**config.mk**
```make
export PLATFORM = sky130hd
export DESIGN_NAME = mux_scan_sequencer
export DESIGN_NICKNAME = d
export VERILOG_FILES = /design/src/rtl/mux_scan_sequencer.sv
export SDC_FILE = /design/constraint.sdc
export NUM_CORES = 1
export LEC_CHECK = 0
export CORE_MARGIN = 5
export CORE_UTILIZATION = 50
export CTS_BUF_LIST = sky130_fd_sc_hd__clkbuf_8
export DETAILED_ROUTE_END_ITERATION = 8
export MAX_ROUTING_LAYER = met4
export PLACE_DENSITY_LB_ADDON = 0.15
export SYNTH_ARGS = -nofsm -noshare
export SYNTH_HDL_FRONTEND = slang
export SYNTH_SLANG_ARGS = --single-unit
```
**constraint.sdc**
```tcl
create_clock -name i_clk -period 3.05 [get_ports i_clk]
set_clock_uncertainty 0.1 [all_clocks]
set_input_delay 0.61 -clock i_clk [delete_from_list [all_inputs] [get_ports i_clk]]
set_output_delay 0.61 -clock i_clk [all_outputs]
set_load 0.1 [all_outputs]
```
**src/rtl/mux_scan_sequencer.sv**
```systemverilog
// Scan controller for a 4-to-1 mux: walks the selects a->b->c->d, dwells DWELL cycles
// per channel, samples the mux output and emits a 4-bit frame with a one-cycle strobe.
module mux_scan_sequencer #(
    parameter int DWELL = 4
) (
    input  logic       i_clk,
    input  logic       i_rst,
    input  logic       i_start,
    input  logic       i_cont,
    input  logic       i_hold,
    input  logic       i_w,
    output logic       o_s0,
    output logic       o_s1,
    output logic [3:0] o_frame,
    output logic       o_frame_valid,
    output logic       o_busy
);

    localparam int CNT_W = (DWELL > 1) ? $clog2(DWELL) : 1;
    localparam logic [CNT_W-1:0] CNT_LAST = CNT_W'(DWELL - 1);

    typedef enum logic {
        ST_IDLE = 1'b0,
        ST_SCAN = 1'b1
    } state_t;

    state_t           r_state;
    state_t           w_state_nxt;
    logic [CNT_W-1:0] r_cnt;
    logic [CNT_W-1:0] w_cnt_nxt;
    logic [1:0]       r_ch;
    logic [1:0]       w_ch_nxt;
    logic [3:0]       r_shd;
    logic [3:0]       w_shd_nxt;
    logic [3:0]       r_frame;
    logic [3:0]       w_frame_nxt;
    logic             r_fv;
    logic             w_fv_nxt;
    logic             w_sample;

    assign w_sample = (r_state == ST_SCAN) && !i_hold && (r_cnt == CNT_LAST);

    always_ff @(posedge i_clk) begin
        if (i_rst) begin
            r_state <= ST_IDLE;
            r_cnt   <= '0;
            r_ch    <= 2'd0;
            r_shd   <= 4'd0;
            r_frame <= 4'd0;
            r_fv    <= 1'b0;
        end else begin
            r_state <= w_state_nxt;
            r_cnt   <= w_cnt_nxt;
            r_ch    <= w_ch_nxt;
            r_shd   <= w_shd_nxt;
            r_frame <= w_frame_nxt;
            r_fv    <= w_fv_nxt;
        end
    end

    always_comb begin
        w_state_nxt = r_state;
        w_cnt_nxt   = r_cnt;
        w_ch_nxt    = r_ch;
        w_shd_nxt   = r_shd;
        w_frame_nxt = r_frame;
        w_fv_nxt    = 1'b0;
        case (r_state)
            ST_IDLE: begin
                w_ch_nxt = 2'd0;
                if (i_start) begin
                    w_state_nxt = ST_SCAN;
                    w_cnt_nxt   = '0;
                    w_shd_nxt   = 4'd0;
                end
            end
            ST_SCAN: begin
                if (w_sample) begin
                    w_cnt_nxt       = '0;
                    w_shd_nxt[r_ch] = i_w;
                    if (r_ch != 2'd3) begin
                        w_ch_nxt = r_ch + 2'd1;
                    end else begin
                        // Last channel: its sample bypasses the shadow straight into the frame
                        w_frame_nxt = {i_w, r_shd[2:0]};
                        w_fv_nxt    = 1'b1;
                        w_ch_nxt    = 2'd0;
                        w_shd_nxt   = 4'd0;
                        w_state_nxt = i_cont ? ST_SCAN : ST_IDLE;
                    end
                end else if (!i_hold) begin
                    w_cnt_nxt = r_cnt + CNT_W'(1);
                end
            end
            default: begin
                w_state_nxt = ST_IDLE;
                w_ch_nxt    = 2'd0;
            end
        endcase
    end

    assign o_s0          = r_ch[0];
    assign o_s1          = r_ch[1];
    assign o_frame       = r_frame;
    assign o_frame_valid = r_fv;
    assign o_busy        = (r_state == ST_SCAN);

endmodule

```
# Word-level counts from Yosys, hierarchy flattened
# Index checks and enable logic that the tools add are counted.
[word_totals] reg_bits=14 input_bits=6 out_inout_bits=8
[classes] n_reduce_logical=8 n_eq_ne=5 bitwise=3 n_lt_le_gt_ge=2 n_addsub=2 muxes=20
[ops] operator="4-bit 2-to-1 mux" count=3
[ops] operator="2-bit 2-to-1 mux" count=5
[ops] operator="2-bit one-hot mux with 2 select lines" count=2
[ops] operator="4-bit one-hot mux with 2 select lines" count=1
[ops] operator="1-bit 2-to-1 mux" count=6
[ops] operator="2-bit by 1-bit adder with 2-bit output (second input constant)" count=2
[ops] operator="4-bit bitwise mux" count=1
[ops] operator="2-bit != test (second input constant)" count=2
[ops] operator="2-bit AND reduction" count=2
[ops] operator="1-bit logical AND" count=3
[ops] operator="2-bit by 3-bit less-than comparator with 1-bit output (second input constant)" count=1
[ops] operator="3-bit by 2-bit != test with 1-bit output (second input constant)" count=1
[ops] operator="1-bit NOT" count=3
[ops] operator="3-bit AND reduction" count=1
[ops] operator="3-bit OR reduction" count=1
[ops] operator="1-bit demux with 2-bit select" count=1
[ops] operator="2-bit equality test (second input constant)" count=1
[ops] operator="2-bit by 1-bit >= comparator with 1-bit output (second input constant)" count=1
[ops] operator="2-bit by 1-bit != test with 1-bit output (second input constant)" count=1
[ops] operator="1-bit one-hot mux with 2 select lines" count=1
[ops] operator="1-bit zero test" count=1

# Longest topological paths before layout
# Gate-level depths: netlist (run 1).
[depth] word_depth=8 ltp_mapped=4 mapped_depth_nobuf=4

# Worst setup path before layout (run 1)
# Ideal clock, no wire load.
[synth_path] kind="register -> register" from="register r_ch[1]" to="register r_shd[1]" n_path_buf=0 synth_period_minus_slack_ns=2.116 t_arrival_ns=1.899 setup_ns=0.117 path_stages_with_launch=5 required_time_ns=2.833 slack_ns=0.934 cell_sequence="dfxtp_1 ha_1 and2b_1 and4_4 a32o_1"
[synth_between] elab_chain_cells=8 word_cells_on_any_way=10
[synth_lines] item="from (decl)" line="31" text="logic [1:0] r_ch;"
[synth_lines] item="from (signal assigned)" line="54" text="r_ch <= w_ch_nxt;"
[synth_lines] item="2-bit by 3-bit less-than comparator with 1-bit output (not written as such) / 2-bit by 1-bit >= comparator with 1-bit output (equally long branches)" line="80" text="w_shd_nxt[r_ch] = i_w;"
[synth_lines] item="1-bit logical AND (not written as such)" line="80"
[synth_lines] item="1-bit 2-to-1 mux (not written as such)" line="80"
[synth_lines] item="1-bit demux with 2-bit select" line="80"
[synth_lines] item="4-bit bitwise mux" line="80"
[synth_lines] item="4-bit 2-to-1 mux *" line="81" text="if (r_ch != 2'd3) begin"
[synth_lines] item="4-bit 2-to-1 mux *" line="78" text="if (w_sample) begin"
[synth_lines] item="4-bit one-hot mux with 2 select lines *" line="68" text="case (r_state)"
[synth_lines] item="to (signal assigned)" line="55" text="r_shd <= w_shd_nxt;"
[synth_lines] item="to (decl)" line="33" text="logic [3:0] r_shd;"
# Every way passes the cells marked *; elsewhere a longest branch is shown, timed or not. The select of a mux whose other input is x is not followed.
# A chain may end at the register's enable or synchronous reset.

# Worst setup path in the final report (run 1)
[layout_path] from="register r_state (netlist: o_busy)" to="output o_busy"
[layout_lines] item="from (decl)" line="27" text="state_t r_state;"
[layout_lines] item="from (signal assigned)" line="52" text="r_state <= w_state_nxt;"
[layout_lines] item="to (decl)" line="16" text="output logic o_busy"
# No word-level cell between the ends.

==> key figures, run 1 <==
Floorplan
  – Die Y: between 40 and 50 µm
  – # rows: 13
  – IO Pins: 14
  – Full die area: roughly 2100 µm²
  – Initial Util: 0.513
  – Core area: approximately 1300 µm²
  – Die W: 46.1 µm

Clock network
  – H-tree depth: 1
  – Clock latency on the worst-skew pair: 240 ps
  – # resized after CTS: 0
  – Hold buffer count at CTS: 0
  – Root buf cell: clkbuf_8
  – Clk pin slew, worst setup/hold paths: roughly 60 ps
  – TritonCTS clock tree: done
  – Clock Path Buffers: 2
  – Postcts setup bufs: 0
  – Num CTS Buffers: 3
  – Sink Count: 13

Place
  – I/O Buffers: 13
  – Placer Congestion: slightly below 0.8
  – Detailed placer's ending HPWL: approximately 900 µm

Yosys
  – Register area share after synthesis: 0.400
  – Synth top area share: 0.400
  – Number of synthesized register bits: 13
  – Post-Syn Area: approximately 650 µm²
  – Synth warnings: 0
  – Mean Syn Cell Area: ~10 µm²
  – Area leader, netlist: dfxtp_1
  – Synth Instances: 65
  – Syn_nets: 77
  – Post-synthesis cell type count: 25
  – Top post-synthesis cells by area: dfxtp_1 40%, ha_1 12%, mux2i_1 11%

Routing
  – DR WL/cell: 13.4 µm
  – DRC viols: 0
  – Final wirelength: 1280 µm
  – Detailed-route via count: a little under 500
  – Met3 Wirelength: about 66 µm
  – Drt pass-1 iters: 4
  – Post-Route M1 WL: between 600 and 700 µm
  – DR iter-0 viols: 5
  – DR WL met2: about 570 µm
  – DRT antenna net count: 0
  – Via density: about 5.2
  – Highest metal used: met4

Global route
  – Initial antenna violation count: 0
  – Largest net degree at the start of global routing: 12
  – First-pass GRT wire length: roughly 2000 µm
  – Tot GR Track Use: 0.141
  – GRT overflow: 0
  – Vias in the first global route: 499

Worst setup path
  – Worst path required time: about 2300 ps
  – Top delay family on crit path: flip-flops
  – Worst R2R End: r_shd[1]
  – Worst path slowest cell: dfxtp_1
  – Crit Path Class: flip-flop to output pin
  – Endpoint class of the critical path: output pin
  – Critical Path Fanout Max: 11
  – CP arrival: 1120 ps
  – Worst R2R Start: r_ch[1]
  – Buf+Inv Stages, Crit Path: 1
  – Depth of the worst register-to-register path: 4
  – Worst R2R Setup Slack: 1560 ps
  – Worst path cell trace: buf_4
  – Slowest stage delay, CP: between 500 and 600 ps
  – Setup crit start kind: flip-flop

Finish
  – Area added between synthesis and finish: 24.2%
  – Share of layout cells above drive strength 1: 0.225
  – N_diodes: 0
  – Net count reported at finish: between 90 and 100
  – Most common cell after layout, fill and taps aside: dfxtp_1
  – Most frequent cells in the layout: 13 x dfxtp_1, 10 x nor2_1, 8 x buf_4, 7 x mux2i_1, 6 x ha_1
  – Fillers: approximately 120

Min path
  – Worst min-delay path category: flip-flop to flip-flop
  – HP Start: r_shd[2]
  – Min-Delay Path Depth: 2
  – Worst Hold Path EP: r_shd[2]

Timing
  – Final Max Tran Viols: 0
  – Sum of negative setup slack: 0 ps
  – F_max: ~0.55 GHz
  – Tmin final: 1830 ps
  – RSZ-0062 raised after global routing: false
  – Setup-failing EPs final: 0
  – Worst slew pin tran: 339 ps
  – Fin Hold WS: ~380 ps
  – Period utilisation layout: 0.600
  – Endpoints failing hold: 0
  – Slew HR: 0.773

Power
  – VDD IR max: 359 µV
  – Pleak: 0.386 nW
  – Pwr/cell area: between 400 and 500 nW/µm²

Run
  – Max Cap Viol: 0

Outcome
  – Result of the run: finished clean
[cell families after synthesis]
kind of cell | after synthesis | share of synthesized area
multiplexers | 7 | 0.108
flip-flops | 13 | 0.400
AND/OR/NAND/NOR | 26 | 0.250
AO/OA/AOI/OAI | 8 | 0.0846
adder cells (fa/ha/maj) | 6 | 0.115
buffers and inverters | 5 | 0.0423
[metal layers]
layer / global-route usage / vias up
met4: 0.0966 / 0
li1: - / 254
met5: - / -
met3: 0.0469 / 6
met1: 0.167 / 223
met2: 0.198 / 13
[stage by stage]
stage / cells / utilization / instance area [µm²] / setup WS [ps] / power [mW]
after CTS: 95 / 0.637 / 808 / 1220 / 0.359
after global routing: 95 / 0.637 / 808 / 1160 / 0.370
final: 95 / 0.637 / 808 / 1220 / 0.357
after detailed placement: 91 / 0.602 / 763 / 1030 / 0.210
after floorplan: 65 / - / 651 / 934 / 0.200
after global placement: 91 / 0.602 / 763 / 1040 / 0.209
[worst max-delay path by stage]
stage / from / end / slack [ps] / depth (start not counted)
floorplan: r_ch[1] / r_shd[1] / 930 / 4
global placement: i_rst / r_shd[0] / 1040 / 4
detailed placement: i_rst / r_shd[1] / 1030 / 4
CTS: o_busy / o_busy / 1220 / 1
global route: o_busy / o_busy / 1160 / 1
finish: o_busy / o_busy / 1220 / 1
[state kept, by name, indices dropped and copies added, names as in the netlist]
register / count
o_busy: 1
o_frame: 4
o_frame_valid: 1
r_ch: 2
r_cnt: 2
r_shd: 3
[where the power goes]
part | total [mW] | switching [mW] | internal [mW]
Clock | 0.150 | 0.0612 | 0.0888
Combinational | 0.0312 | 0.0177 | 0.0135
Sequential | 0.175 | 0.00340 | 0.172
[cell usage after synthesis, drive strengths merged]
cell	n
nor2	10
and2b	3
nand2	3
and2	1
nor2b	1
and3	1
buf	2
a21oi	2
o22ai	2
a211oi	1
and3b	1
o21ai	1
a32o	2
nand2b	1
ha	6
dfxtp	13
and4	1
nor3	1
inv	3
nand4b	1
nand4	1
mux2i	7
nor3b	1
[layout make-up]
class                   instances  area, µm²  area share
clock inverters                 1       3.75     0.00464
well taps                      15       18.8      0.0232
clock buffers                   3       41.3      0.0511
multi-input cells              47        363       0.449
repair buffers                 13        110       0.136
inverters                       3       11.3      0.0139
flip-flops and latches         13        260       0.322
No activity file was read; power rests on OpenSTA's default activity.
==> run 2, diff against run 1 <==
==> constraint.sdc (replaced) <==
create_clock -name i_clk -period 1.9 [get_ports i_clk]
set_clock_uncertainty 0.1 [all_clocks]
set_input_delay 0.38 -clock i_clk [delete_from_list [all_inputs] [get_ports i_clk]]
set_output_delay 0.38 -clock i_clk [all_outputs]
set_load 0.1 [all_outputs]
==> run 2 against run 1 <==
Sequential power grew 61%; clock power grew 61%; sequential share of layout area shrank 3.6 points; non-clock buffer count grew 1; critical path depth is the same; register-to-register slack lost 1100 ps; global-route usage grew 1.5 points; worst setup slack lost 820 ps; die area is the same; flip-flop and latch count is the same.
==> key figures, run 2 (synthesis gave the netlist of run 1 again) <==
Timing
  – Sum of negative setup slack: 0 ps (unchanged)
  – Tmin final: between 1500 and 2000 ps
  – Setup-failing EPs final: 0 (unchanged)
  – RSZ-0062 raised after global routing: false (unchanged)
  – Endpoints failing hold: 0 (unchanged)
  – Worst slew pin tran: 390 ps (was 339 ps)
  – Final Max Tran Viols: 0 (unchanged)
  – Slew HR: 0.740 (was 0.773)
  – Fin Hold WS: 373 ps (was 376 ps)
  – Period utilisation layout: 0.792
  – F_max: 0.664 GHz

Finish
  – Net count reported at finish: 94 (was 93)
  – Area added between synthesis and finish: 41.2% (was 24.2%)
  – N_diodes: 0 (unchanged)
  – Most common cell after layout, fill and taps aside: dfxtp_1 (unchanged)
  – Share of layout cells above drive strength 1: 0.259 (was 0.225)
  – Post-Layout Cell Count: 96 (was 95)
  – Most frequent cells in the layout: 11 x dfxtp_1, 10 x nor2_1, 8 x buf_12, 7 x mux2i_1, 6 x ha_1 (was 13 x dfxtp_1, 10 x nor2_1, 8 x buf_4, 7 x mux2i_1, 6 x ha_1)
  – Max FFs per register: 4 (unchanged)
  – Share of the core filled with cells: 0.724 (was 0.637)

Worst setup path
  – Worst R2R Start: r_ch[1] (unchanged)
  – Worst path slowest cell: dfxtp_1 (unchanged)
  – Setup crit start kind: flip-flop (unchanged)
  – Top delay family on crit path: flip-flops (unchanged)
  – Buf+Inv Stages, Crit Path: 1 (unchanged)
  – Slowest stage delay, CP: 550 ps (was 520 ps)
  – Worst R2R Setup Slack: 470 ps (was 1560 ps)
  – CP arrival: 1030 ps (was 1120 ps)
  – Worst R2R End: r_shd[1] (unchanged)
  – Critical Path Fanout Max: 11 (unchanged)
  – Worst path cell trace: buf_12 (was buf_4)
  – Endpoint class of the critical path: output pin (unchanged)
  – Worst path required time: 1420 ps (was 2340 ps)
  – Crit Path Class: flip-flop to output pin (unchanged)
  – Depth of the worst register-to-register path: 4 (unchanged)

Min path
  – HP Start: r_shd[2] (unchanged)
  – Min-Delay Path Depth: 2 (unchanged)
  – Worst min-delay path category: flip-flop to flip-flop (unchanged)
  – Worst Hold Path EP: r_shd[2] (unchanged)

Routing
  – Detailed-route via count: 497 (was 496)
  – Via density: 5.18 (was 5.22)
  – DR iter-0 viols: 11 (was 5)
  – Final wirelength: 1260 µm (was 1280 µm)
  – DRT antenna net count: 0 (unchanged)
  – DR WL/cell: 13.1 µm (was 13.4 µm)
  – DRC viols: 0 (unchanged)
  – Drt pass-1 iters: 4 (unchanged)

Clock network
  – Clock latency on the worst-skew pair: 240 ps (about the same)
  – TritonCTS clock tree: done (unchanged)
  – Num CTS Buffers: 3 (unchanged)
  – Hold buffer count at CTS: 0 (unchanged)
  – H-tree depth: 1 (unchanged)
  – Postcts setup bufs: 0 (unchanged)
  – Sink Count: 13 (unchanged)
  – Root buf cell: clkbuf_8 (unchanged)
  – # resized after CTS: 0 (unchanged)
  – Clk pin slew, worst setup/hold paths: 50 ps (was 60 ps)
  – Clock Path Buffers: 2 (unchanged)

Global route
  – First-pass GRT wire length: 2240 µm (was 2040 µm)
  – GRT overflow: 0 (unchanged)
  – Largest net degree at the start of global routing: 12 (unchanged)
  – Vias in the first global route: 528 (was 499)
  – Initial antenna violation count: 0 (unchanged)
  – Tot GR Track Use: 0.156 (was 0.141)

Floorplan
  – Die Y: 46.1 µm (unchanged)
  – Full die area: 2120 µm² (unchanged)
  – Die W: 46.1 µm (unchanged)
  – IO Pins: 14 (unchanged)
  – Core area: 1270 µm² (unchanged)
  – Initial Util: 0.513 (unchanged)
  – # rows: 13 (unchanged)

Place
  – Detailed placer's ending HPWL: 967 µm (was 903 µm)
  – Placer Congestion: 0.880 (was 0.793)
  – Placed cells: 92 (was 91)
  – I/O Buffers: 13 (unchanged)

Power
  – Pleak: 0.415 nW (was 0.386 nW)
  – VDD IR max: 438 µV (was 359 µV)
  – Overall Power: 0.579 mW (was 0.357 mW)
  – Pwr/cell area: 630 nW/µm² (was 441 nW/µm²)

Outcome
  – Result of the run: finished clean (unchanged)

Run
  – Max Cap Viol: 0 (unchanged)
==> run 2: cell type report <==
type / count / area (µm²)
multi-input cells: 47 / 363
fillers: 92 / 350
flip-flops and latches: 13 / 263
repair buffers: 14 / 218
clock buffers: 3 / 41.3
well taps: 15 / 18.8
inverters: 3 / 11.3
clock inverters: 1 / 3.75
==> run 2: how the worst max path moves through the flow <==
stage	startpoint	end	slack, ps	cells after the start
floorplan	o_busy	r_shd[1]	7	4
global placement	i_hold	r_shd[0]	190	4
detailed placement	i_hold	r_shd[0]	160	4
CTS	o_busy	o_busy	390	1
global route	o_busy	o_busy	350	1
finish	o_busy	o_busy	390	1
==> run 2: layer usage <==
metal / vias up / GRT usage / part of all wire
met5: - / - / 0
met4: 0 / 0.102 / 0.030
met3: 5 / 0.0391 / 0.049
met2: 12 / 0.228 / 0.43
met1: 220 / 0.186 / 0.49
li1: 260 / - / -
==> run 2: power breakdown <==
part           total [mW]  internal, mW  switching (mW)
Sequential          0.282         0.276         0.00610
Combinational      0.0553        0.0267          0.0287
Clock               0.241         0.143          0.0984
Total               0.579         0.445           0.133
==> run 2: stage by stage <==
stage               cell area (µm²)  setup slack [ps]
floorplan                       653              6.86
CTS                             918               389
finish                          918               395
global route                    918               345
global placement                873               194
detailed placement              873               164
